**src/rtl/bits_unpack_if.sv**
```systemverilog
// Stream-in / word-out bundle for the bit-pair unpacker.
// master drives the stream and observes results; slave is the unpacker itself.
interface bits_unpack_if #(
  parameter int WIDTH = 32
);
  logic [WIDTH-1:0] in_data;
  logic             in_nd;
  logic [WIDTH-1:0] out_data;
  logic             out_nd;
  logic             error;
  logic             busy;

  modport master (
    output in_data, in_nd,
    input  out_data, out_nd, error, busy
  );

  modport slave (
    input  in_data, in_nd,
    output out_data, out_nd, error, busy
  );
endinterface

```
**src/rtl/bits_unpack.sv**
```systemverilog
// Reassembles a WIDTH-bit word from alternating (bit position, bit content) words, bit 0 first.
// Output word and pulses are registered, 1 cycle after the last content word; the input is never stalled.
module bits_unpack #(
  parameter int WIDTH = 32
) (
  input  logic          clk,
  input  logic          reset,
  bits_unpack_if.slave  bus
);

  function automatic int clog2f(input int v);
    int r;
    int x;
    r = 0;
    x = v - 1;
    while (x > 0) begin
      r = r + 1;
      x = x >> 1;
    end
    return r;
  endfunction

  localparam int            CW   = clog2f(WIDTH);
  localparam logic [CW-1:0] LAST = CW'(WIDTH - 1);

  typedef enum logic {S_POS, S_VAL} state_t;

  state_t           state_q, state_d;
  logic [CW-1:0]    cnt_q, cnt_d;
  logic [WIDTH-1:0] asm_q, asm_d;
  logic [WIDTH-1:0] out_data_q, out_data_d;
  logic             out_nd_q, out_nd_d;
  logic             error_q, error_d;

  logic [WIDTH-1:0] cnt_ext;
  assign cnt_ext = {{(WIDTH-CW){1'b0}}, cnt_q};

  always_ff @(posedge clk or negedge reset) begin
    if (!reset) begin
      state_q    <= S_POS;
      cnt_q      <= '0;
      asm_q      <= '0;
      out_data_q <= '0;
      out_nd_q   <= 1'b0;
      error_q    <= 1'b0;
    end else begin
      state_q    <= state_d;
      cnt_q      <= cnt_d;
      asm_q      <= asm_d;
      out_data_q <= out_data_d;
      out_nd_q   <= out_nd_d;
      error_q    <= error_d;
    end
  end

  always_comb begin
    state_d    = state_q;
    cnt_d      = cnt_q;
    asm_d      = asm_q;
    out_data_d = out_data_q;
    out_nd_d   = 1'b0;
    error_d    = 1'b0;
    if (bus.in_nd) begin
      case (state_q)
        S_POS: begin
          if (bus.in_data == cnt_ext) begin
            state_d = S_VAL;
          end else if (bus.in_data == '0) begin
            // Position 0 out of order: drop the partial frame and start a new one.
            error_d = 1'b1;
            cnt_d   = '0;
            asm_d   = '0;
            state_d = S_VAL;
          end else begin
            error_d = 1'b1;
            cnt_d   = '0;
            asm_d   = '0;
          end
        end
        S_VAL: begin
          state_d = S_POS;
          if (bus.in_data[WIDTH-1:1] != '0) begin
            error_d = 1'b1;
            cnt_d   = '0;
            asm_d   = '0;
          end else if (cnt_q == LAST) begin
            out_data_d = {bus.in_data[0], asm_q[WIDTH-2:0]};
            out_nd_d   = 1'b1;
            cnt_d      = '0;
            asm_d      = '0;
          end else begin
            asm_d[cnt_q] = bus.in_data[0];
            cnt_d        = cnt_q + CW'(1);
          end
        end
        default: begin
          state_d = S_POS;
          cnt_d   = '0;
          asm_d   = '0;
        end
      endcase
    end
  end

  always_comb begin
    bus.out_data = out_data_q;
    bus.out_nd   = out_nd_q;
    bus.error    = error_q;
    bus.busy     = (state_q == S_VAL) || (cnt_q != '0);
  end

endmodule

```
**src/flat_wrapper.sv**
```systemverilog
// flat-port wrapper written by rule: the top's interface ports become plain ports
module bits_unpack_flat 
#(
  parameter int WIDTH = 32
)
  (clk, reset, bus_in_data, bus_in_nd, bus_out_data, bus_out_nd, bus_error, bus_busy);
  bits_unpack_if #(.WIDTH(WIDTH)) bus_i ();
  input  logic clk;
  input  logic reset;
  input wire logic [$bits(bus_i.in_data)-1:0] bus_in_data;
  input wire logic [$bits(bus_i.in_nd)-1:0] bus_in_nd;
  output wire logic [$bits(bus_i.out_data)-1:0] bus_out_data;
  output wire logic [$bits(bus_i.out_nd)-1:0] bus_out_nd;
  output wire logic [$bits(bus_i.error)-1:0] bus_error;
  output wire logic [$bits(bus_i.busy)-1:0] bus_busy;
  assign bus_i.in_data = bus_in_data;
  assign bus_i.in_nd = bus_in_nd;
  assign bus_out_data = bus_i.out_data;
  assign bus_out_nd = bus_i.out_nd;
  assign bus_error = bus_i.error;
  assign bus_busy = bus_i.busy;
  bits_unpack #(.WIDTH(WIDTH)) u_core (.clk(clk), .reset(reset), .bus(bus_i));
endmodule
```
**config.mk**
```make
export PLATFORM = sky130hd
export DESIGN_NAME = bits_unpack_flat
export DESIGN_NICKNAME = d
export VERILOG_FILES = /design/src/rtl/bits_unpack_if.sv /design/src/rtl/bits_unpack.sv /design/src/flat_wrapper.sv
export SDC_FILE = /design/constraint.sdc
export NUM_CORES = 1
export LEC_CHECK = 0
export CORE_UTILIZATION = 35
export CTS_CLUSTER_DIAMETER = 200
export CTS_CLUSTER_SIZE = 24
export DETAILED_ROUTE_END_ITERATION = 10
export GPL_ROUTABILITY_DRIVEN = 0
export PLACE_DENSITY = 0.59
export SLEW_MARGIN = 20
export SYNTH_ARGS = -nofsm -noshare
export SYNTH_HDL_FRONTEND = slang
export SYNTH_SLANG_ARGS = --single-unit
export TNS_END_PERCENT = 5
```
**constraint.sdc**
```tcl
create_clock -name clk -period 3.2 [get_ports clk]
set_input_delay 0.64 -clock clk [delete_from_list [all_inputs] [get_ports clk]]
set_output_delay 0.64 -clock clk [all_outputs]
set_load 0.01 [all_outputs]
```
==> results.md, run 1 <==
- Status: completed
- Power, Total: about 1.7 mW
- Die Width: 101.3 microns
- Longest Clk Path Bufs: 2
- Fmax: 384.6 MHz
- Worst VDD drop: 244.0 uV
- Final Cycle Share: 81.25%
- Leak pwr: around 1.9 nW
- Hold Crit Class: in -> async
- Final Setup Violations: 0
- Core Area: around 0.0094 sq mm
- Most common cell on crit path: ha_1
- Via count: 2738
- DRC errors left: 0
- Vias/cell: a little over 5
- Vias in the first global route: 2716
- Pwr dens: around 370 mW/mm^2
- CP Max Fanout: 12
- RSZ-0062 raised after global routing: false
- Global route total overflow: 0
- Hold Vio Cnt, Final: 0
- Max-cap violations: 0
- Final wirelength: 8066 microns
- Post-synth EDFFs: 0
- CP endpoint kind: flop
- IO Port Bufs: 69
- Synthesized cell area: about 0.0035 sq mm
- Final non-filler cell total: 540
- I/O Pins: 70
- CTS resizes: 0
- CP Cell Sequence: ha_1 > and3_1 > ha_1 > nand4b_1 > nor4_1 > buf_4 > a32oi_1 > o21ai_0
- DP Cell Count: 525
- Die Area: 0.01026 sq mm
- Avg Inst Size Synth: 10.59 sq um
- Initial antenna violation count: 0
- Crit-path max cell delay: 0.53 ns
- Nets@finish: 447
- Final ANT Viol Nets: 0
- Global-route wire length before repair: 13720 microns
- Top-area cell type share of the netlist area: 51.49%
- Starting Density: 36.65%
- Post-DP HPWL: between 5000 and 6000 microns
- Clk root buf: clkbuf_8
- Tot GR Track Use: 17.42%
- CP arrival: 2.87 ns
- Drt wl/cell: 14.94 microns
- CTS Buf Count: 9
- Final WS setup: roughly 0.6 ns
- Sequential-to-total area share from yosys stat: about half
- Worst-margin pin slew: 0.7677 ns
- Synth cell count leaders: 71 x dfrtp_1, 36 x inv_1, 31 x o21ai_0
- Ant diodes: 0
- Pre-CTS worst setup slack: 0.3570 ns
- # Post-CTS Setup Buffers: 0
- Largest net degree at the start of global routing: 38
- Height of the die: between 100 and 150 microns
- Flops & latches, synth: just over 70
- CTS tree: done
- Worst setup path class: reg -> reg
- Required time worst endpoint: roughly 3.5 ns
- Layout cells sized above 1: between 10% and 20%
- Synth unique cells: 39
- Num rows: 35
- Fin Setup TNS: 0 ns
- Syn_nets: about 370
- Setup Skew: around 0.011 ns
- Worst hold margin: 0.3384 ns
- Area leader, netlist: dfrtp_1
- Most numerous cell in the Yosys netlist: dfrtp_1
- Synth area leaders: dfrtp_1 51%, mux2_2 9.1%, o21ai_0 4.5%
- Yosys Warn Count: 0
- H-tree depth: 3
- Period minus WS final: 2.600 ns
- Slowest cell on crit path: nor4_1
- Cts hold-fix bufs: 0
- DRT Pass-1 Iters: 4
- DRT iter0 DRCs: around 110
- Top_reg_cell synth: dfrtp_1
- Worst rel slew slack: between 40% and 50%
- Area grow syn2layout: 32.09%
- Sink Count: 71
- CP Launch Type: flop
- Gate Count Post-Synth: approximately 330
- Share of async-settable or async-resettable flops after synthesis: 100.0%
- Max Slew Vio Count: 0
- CTS clk-pin slew, worst paths: 0.08 ns
- Filler cell count: 898
- Skew-Pair Late Insertion Delay: 0.35 ns
## final cells by class
type	count	area, sq um	area share [%]
repair buffers	88	840.8	18.45
clock inverters	4	45.04	0.9882
multi-input cells	201	1448	31.76
flip-flops and latches	71	1777	38.98
well taps	129	161.4	3.541
clock buffers	11	151.4	3.321
inverters	36	135.1	2.965
## metal layers
metal  up-vias  global-route usage [%]  wire (microns)
met5         -                       0               0
met4         0                   4.905              81
met3        10                   4.141             345
met2        60                   27.47            3822
met1      1338                   23.96            3817
li1       1330                       -               -
## critical path: cells and delay by family, from the launching register on
| kind | cells | cell delay [ns] |
|---|---|---|
| DFF | 1 | 0.44 |
| adders and majority gates | 2 | 0.60 |
| and+or+nand+nor | 3 | 1.12 |
| AOI/OAI and AO/OA | 2 | 0.14 |
| buffers and inverters | 1 | 0.21 |
## state kept, by name, indices dropped and copies added, names as in the netlist
name / flops
u_core.asm_q: 31
u_core.bus.error: 1
u_core.bus.out_data: 32
u_core.bus.out_nd: 1
u_core.cnt_q: 5
u_core.state_q: 1
## logic make-up after synthesis
| family | synth area share, % |
|---|---|
| buf+inv | 6.563 |
| xor+xnor | 1.269 |
| compound gates | 15.34 |
| fa+ha+maj | 1.813 |
| flops | 51.49 |
| mux | 11.06 |
| simple gates | 12.47 |
## metrics by stage
step	instance area (sq um)	utilization [%]
floorplan	3451	-
global placement	4362	46.33
detailed placement	4362	46.33
CTS	4558	48.41
global route	4558	48.41
finish	4558	48.41
## layout by cell type, fill, tap and decap left out, types with 4 or more instances in the layout
cell	instances
dfrtp_1	71
clkdlybuf4s50_1	68
inv_1	36
o21ai_0	31
mux2_2	28
nand2_1	20
buf_4	18
a32oi_1	16
a21oi_1	15
a22oi_1	15
clkbuf_8	11
nor3_1	10
nor4_1	8
nand3_1	8
o21ai_1	6
mux2_1	5
ha_1	5
nor4_2	4
nor2_1	4
## power by group
part | switching, mW | internal [mW] | leakage, nW
Clock | 0.324 | 0.394 | 0.105
Combinational | 0.0382 | 0.0440 | 0.819
Sequential | 0.000155 | 0.898 | 0.990
Total | 0.362 | 1.34 | 1.91
## final timing paths
check	startpoint	end	slack (ns)	cells after the start
max	u_core.cnt_q[0]$_DFFE_PN0P_	u_core.asm_q[7]$_DFFE_PN0P_	0.60	8
min	reset	u_core.cnt_q[2]$_DFFE_PN0P_	0.34	1
max reg2reg	u_core.cnt_q[0]$_DFFE_PN0P_	u_core.asm_q[7]$_DFFE_PN0P_	0.60	8
min reg2reg	u_core.bus.out_data[4]$_DFFE_PN0P_	u_core.bus.out_data[4]$_DFFE_PN0P_	0.48	1
max in group asynchronous	reset	u_core.asm_q[30]$_DFFE_PN0P_	2.05	2
min in group clk	u_core.bus.out_data[4]$_DFFE_PN0P_	u_core.bus.out_data[4]$_DFFE_PN0P_	0.48	1
No activity file was read; power rests on OpenSTA's default activity.
==> inputs of run 2 (changes only) <==
==> constraint.sdc (replaced) <==
create_clock -name clk -period 2.58 [get_ports clk]
set_input_delay 0.516 -clock clk [delete_from_list [all_inputs] [get_ports clk]]
set_output_delay 0.516 -clock clk [all_outputs]
set_load 0.01 [all_outputs]
==> results.md, run 2 (synthesis results as in run 1) <==
- Period minus WS final: 2.474 ns (was 2.600 ns)
- Height of the die: 101.3 microns (unchanged)
- Pre-CTS worst setup slack: -0.1614 ns (was 0.3570 ns)
- Max FFs per register: 32 (unchanged)
- Filler cell count: 877 (was 898)
- Final WS setup: 0.1059 ns (was 0.6001 ns)
- CTS tree: done (unchanged)
- Worst rel slew slack: 44.82% (was 48.42%)
- # Post-CTS Setup Buffers: 0 (unchanged)
- Required time worst endpoint: 2.85 ns (was 3.47 ns)
- DP Area: 0.004504 sq mm (was 0.004362 sq mm)
- Worst VDD drop: 285.5 uV (was 244.0 uV)
- Setup Skew: 0.008699 ns (was 0.01146 ns)
- RSZ-0062 raised after global routing: true (was false)
- Storage cell area: 0.001777 sq mm (unchanged)
- FF-to-FF Start: u_core.cnt_q[0]$_DFFE_PN0P_ (unchanged)
- DRC errors left: 0 (unchanged)
- Via count: 2822 (was 2738)
- CP endpoint kind: flop (unchanged)
- Max-cap violations: 0 (unchanged)
- Final non-filler cell total: 555 (was 540)
- Vias in the first global route: 2923 (was 2716)
- DRT Pass-1 Iters: 5 (was 4)
- Core Area: 0.009415 sq mm (unchanged)
- Global route total overflow: 0 (unchanged)
- Final ANT Viol Nets: 0 (unchanged)
- Final Setup Violations: 0 (unchanged)
- Hold Crit Class: in -> async (unchanged)
- Max Slew Vio Count: 0 (unchanged)
- R2R Path End: u_core.asm_q[7]$_DFFE_PN0P_ (unchanged)
- Crit-path max cell delay: 0.55 ns (was 0.53 ns)
- Die Area: 0.01026 sq mm (unchanged)
- Largest net degree at the start of global routing: 34 (was 38)
- Reg2reg path depth: 8 (unchanged)
- CP Launch Type: flop (unchanged)
- H-tree depth: 3 (unchanged)
- CP arrival: 2.75 ns (was 2.87 ns)
- IO Port Bufs: 69 (unchanged)
- Clk root buf: clkbuf_8 (unchanged)
- CTS clk-pin slew, worst paths: 0.08 ns (about the same)
- Commonest non-fill, non-tap cells in the layout: 71 x dfrtp_1, 68 x clkdlybuf4s50_1, 36 x inv_1 (unchanged)
- Most common cell on crit path: ha_1 (unchanged)
- Leak pwr: 2.018 nW (was 1.914 nW)
- Final Cycle Share: 95.90% (was 81.25%)
- Final instance area: 0.004721 sq mm (was 0.004558 sq mm)
- Drt wl/cell: 15.10 microns (was 14.94 microns)
- Status: completed (unchanged)
- CP Max Fanout: 5 (was 12)
- Num rows: 35 (unchanged)
- CP Cell Sequence: ha_1 > and3_1 > ha_1 > nand4b_1 > nor4_1 > buf_4 > a32oi_1 > o21ai_0 (unchanged)
- Die Width: 101.3 microns (unchanged)
- Layout cells sized above 1: 19.95% (was 17.27%)
- Starting Density: 36.65% (unchanged)
- Sink Count: 71 (unchanged)
- Tot GR Track Use: 18.67% (was 17.42%)
- Multi-input logic area: 0.001456 sq mm (was 0.001448 sq mm)
- Critical Path Source: u_core.cnt_q[0]$_DFFE_PN0P_ (unchanged)
- Worst-margin pin slew: 0.8214 ns (was 0.7677 ns)
- Global-route wire length before repair: 14590 microns (was 13720 microns)
- CTS Buf Count: 9 (unchanged)
- Reg2reg setup slack: 0.11 ns (was 0.60 ns)
- DRT iter0 DRCs: 152 (was 114)
- Hold Vio Cnt, Final: 0 (unchanged)
- Area grow syn2layout: 36.80% (was 32.09%)
- Most common cell after layout, fill and taps aside: dfrtp_1 (unchanged)
- Nets@finish: 461 (was 447)
- DP Cell Count: 539 (was 525)
- Skew-Pair Late Insertion Delay: 0.36 ns (was 0.35 ns)
- Fmax: 404.2 MHz (was 384.6 MHz)
- Worst setup path class: reg -> reg (unchanged)
- Final core occ: 50.14% (was 48.41%)
- Post-DP HPWL: 5803 microns (was 5480 microns)
- Slowest cell on crit path: nor4_1 (unchanged)
- Longest Clk Path Bufs: 2 (unchanged)
- Initial antenna violation count: 0 (unchanged)
- Vias/cell: 5.085 (was 5.070)
- Pwr dens: 455.7 mW/mm^2 (was 372.5 mW/mm^2)
- Final wirelength: 8383 microns (was 8066 microns)
- Ant diodes: 0 (unchanged)
- I/O Pins: 70 (unchanged)
- Power, Total: 2.151 mW (was 1.698 mW)
-- run 2: where the power goes --
| part | switching [mW] | internal (mW) | total (mW) |
|---|---|---|---|
| Sequential | 0.000156 | 1.11 | 1.11 |
| Clock | 0.424 | 0.503 | 0.927 |
| Combinational | 0.0494 | 0.0616 | 0.111 |
-- run 2: area by class of cell --
class | instances | share of cell area [%]
clock buffers | 12 | 3.287
clock inverters | 4 | 1.113
inverters | 36 | 2.862
multi-input cells | 201 | 30.85
flip-flops and latches | 71 | 37.64
well taps | 129 | 3.419
repair buffers | 102 | 20.83
-- run 2: worst max path at each step --
stage,to,slack [ns],depth (start not counted)
finish,u_core.asm_q[7]$_DFFE_PN0P_,0.11,8
CTS,u_core.asm_q[17]$_DFFE_PN0P_,0.02,8
detailed placement,u_core.asm_q[17]$_DFFE_PN0P_,-0.16,8
global placement,u_core.asm_q[17]$_DFFE_PN0P_,-0.15,8
global route,u_core.asm_q[7]$_DFFE_PN0P_,-0.003,8
floorplan,u_core.asm_q[0]$_DFFE_PN0P_,0.22,8
-- run 2: worst max-delay path, delay by kind of cell, from the launching register on --
| kind | cells | cell delay, ns |
|---|---|---|
| flops | 1 | 0.46 |
| buf+inv | 1 | 0.20 |
| fa+ha+maj | 2 | 0.47 |
| compound gates | 2 | 0.14 |
| simple gates | 3 | 1.13 |
-- run 2: stage by stage --
step | setup TNS [ns] | hold slack, ns
after detailed placement | -4.643 | 0.4740
final | 0 | 0.1386
after global placement | -2.753 | 0.4675
after floorplan | 0 | 0.2204
after global routing | -0.002543 | 0.1786
after CTS | 0 | 0.1450
-- run 2: timing repair --
| item | 4_1_cts | 5_1_grt |
|---|---|---|
| hold buffers | 0 | 0 |
| hold endpoints to repair | 0 | 0 |
| gates resized for setup | 0 | 1 |
| setup endpoints to repair | 0 | 8 |
-- run 2: per-layer routing --
layer | GRT usage (%) | share of wire, % | routed length, microns | up-vias
met3 | 5.314 | 4.6 | 382 | 11
met1 | 24.90 | 45 | 3780 | 1382
met4 | 5.017 | 1.0 | 84 | 0
met5 | 0 | 0 | 0 | -
li1 | - | - | - | 1364
met2 | 29.83 | 49 | 4136 | 65
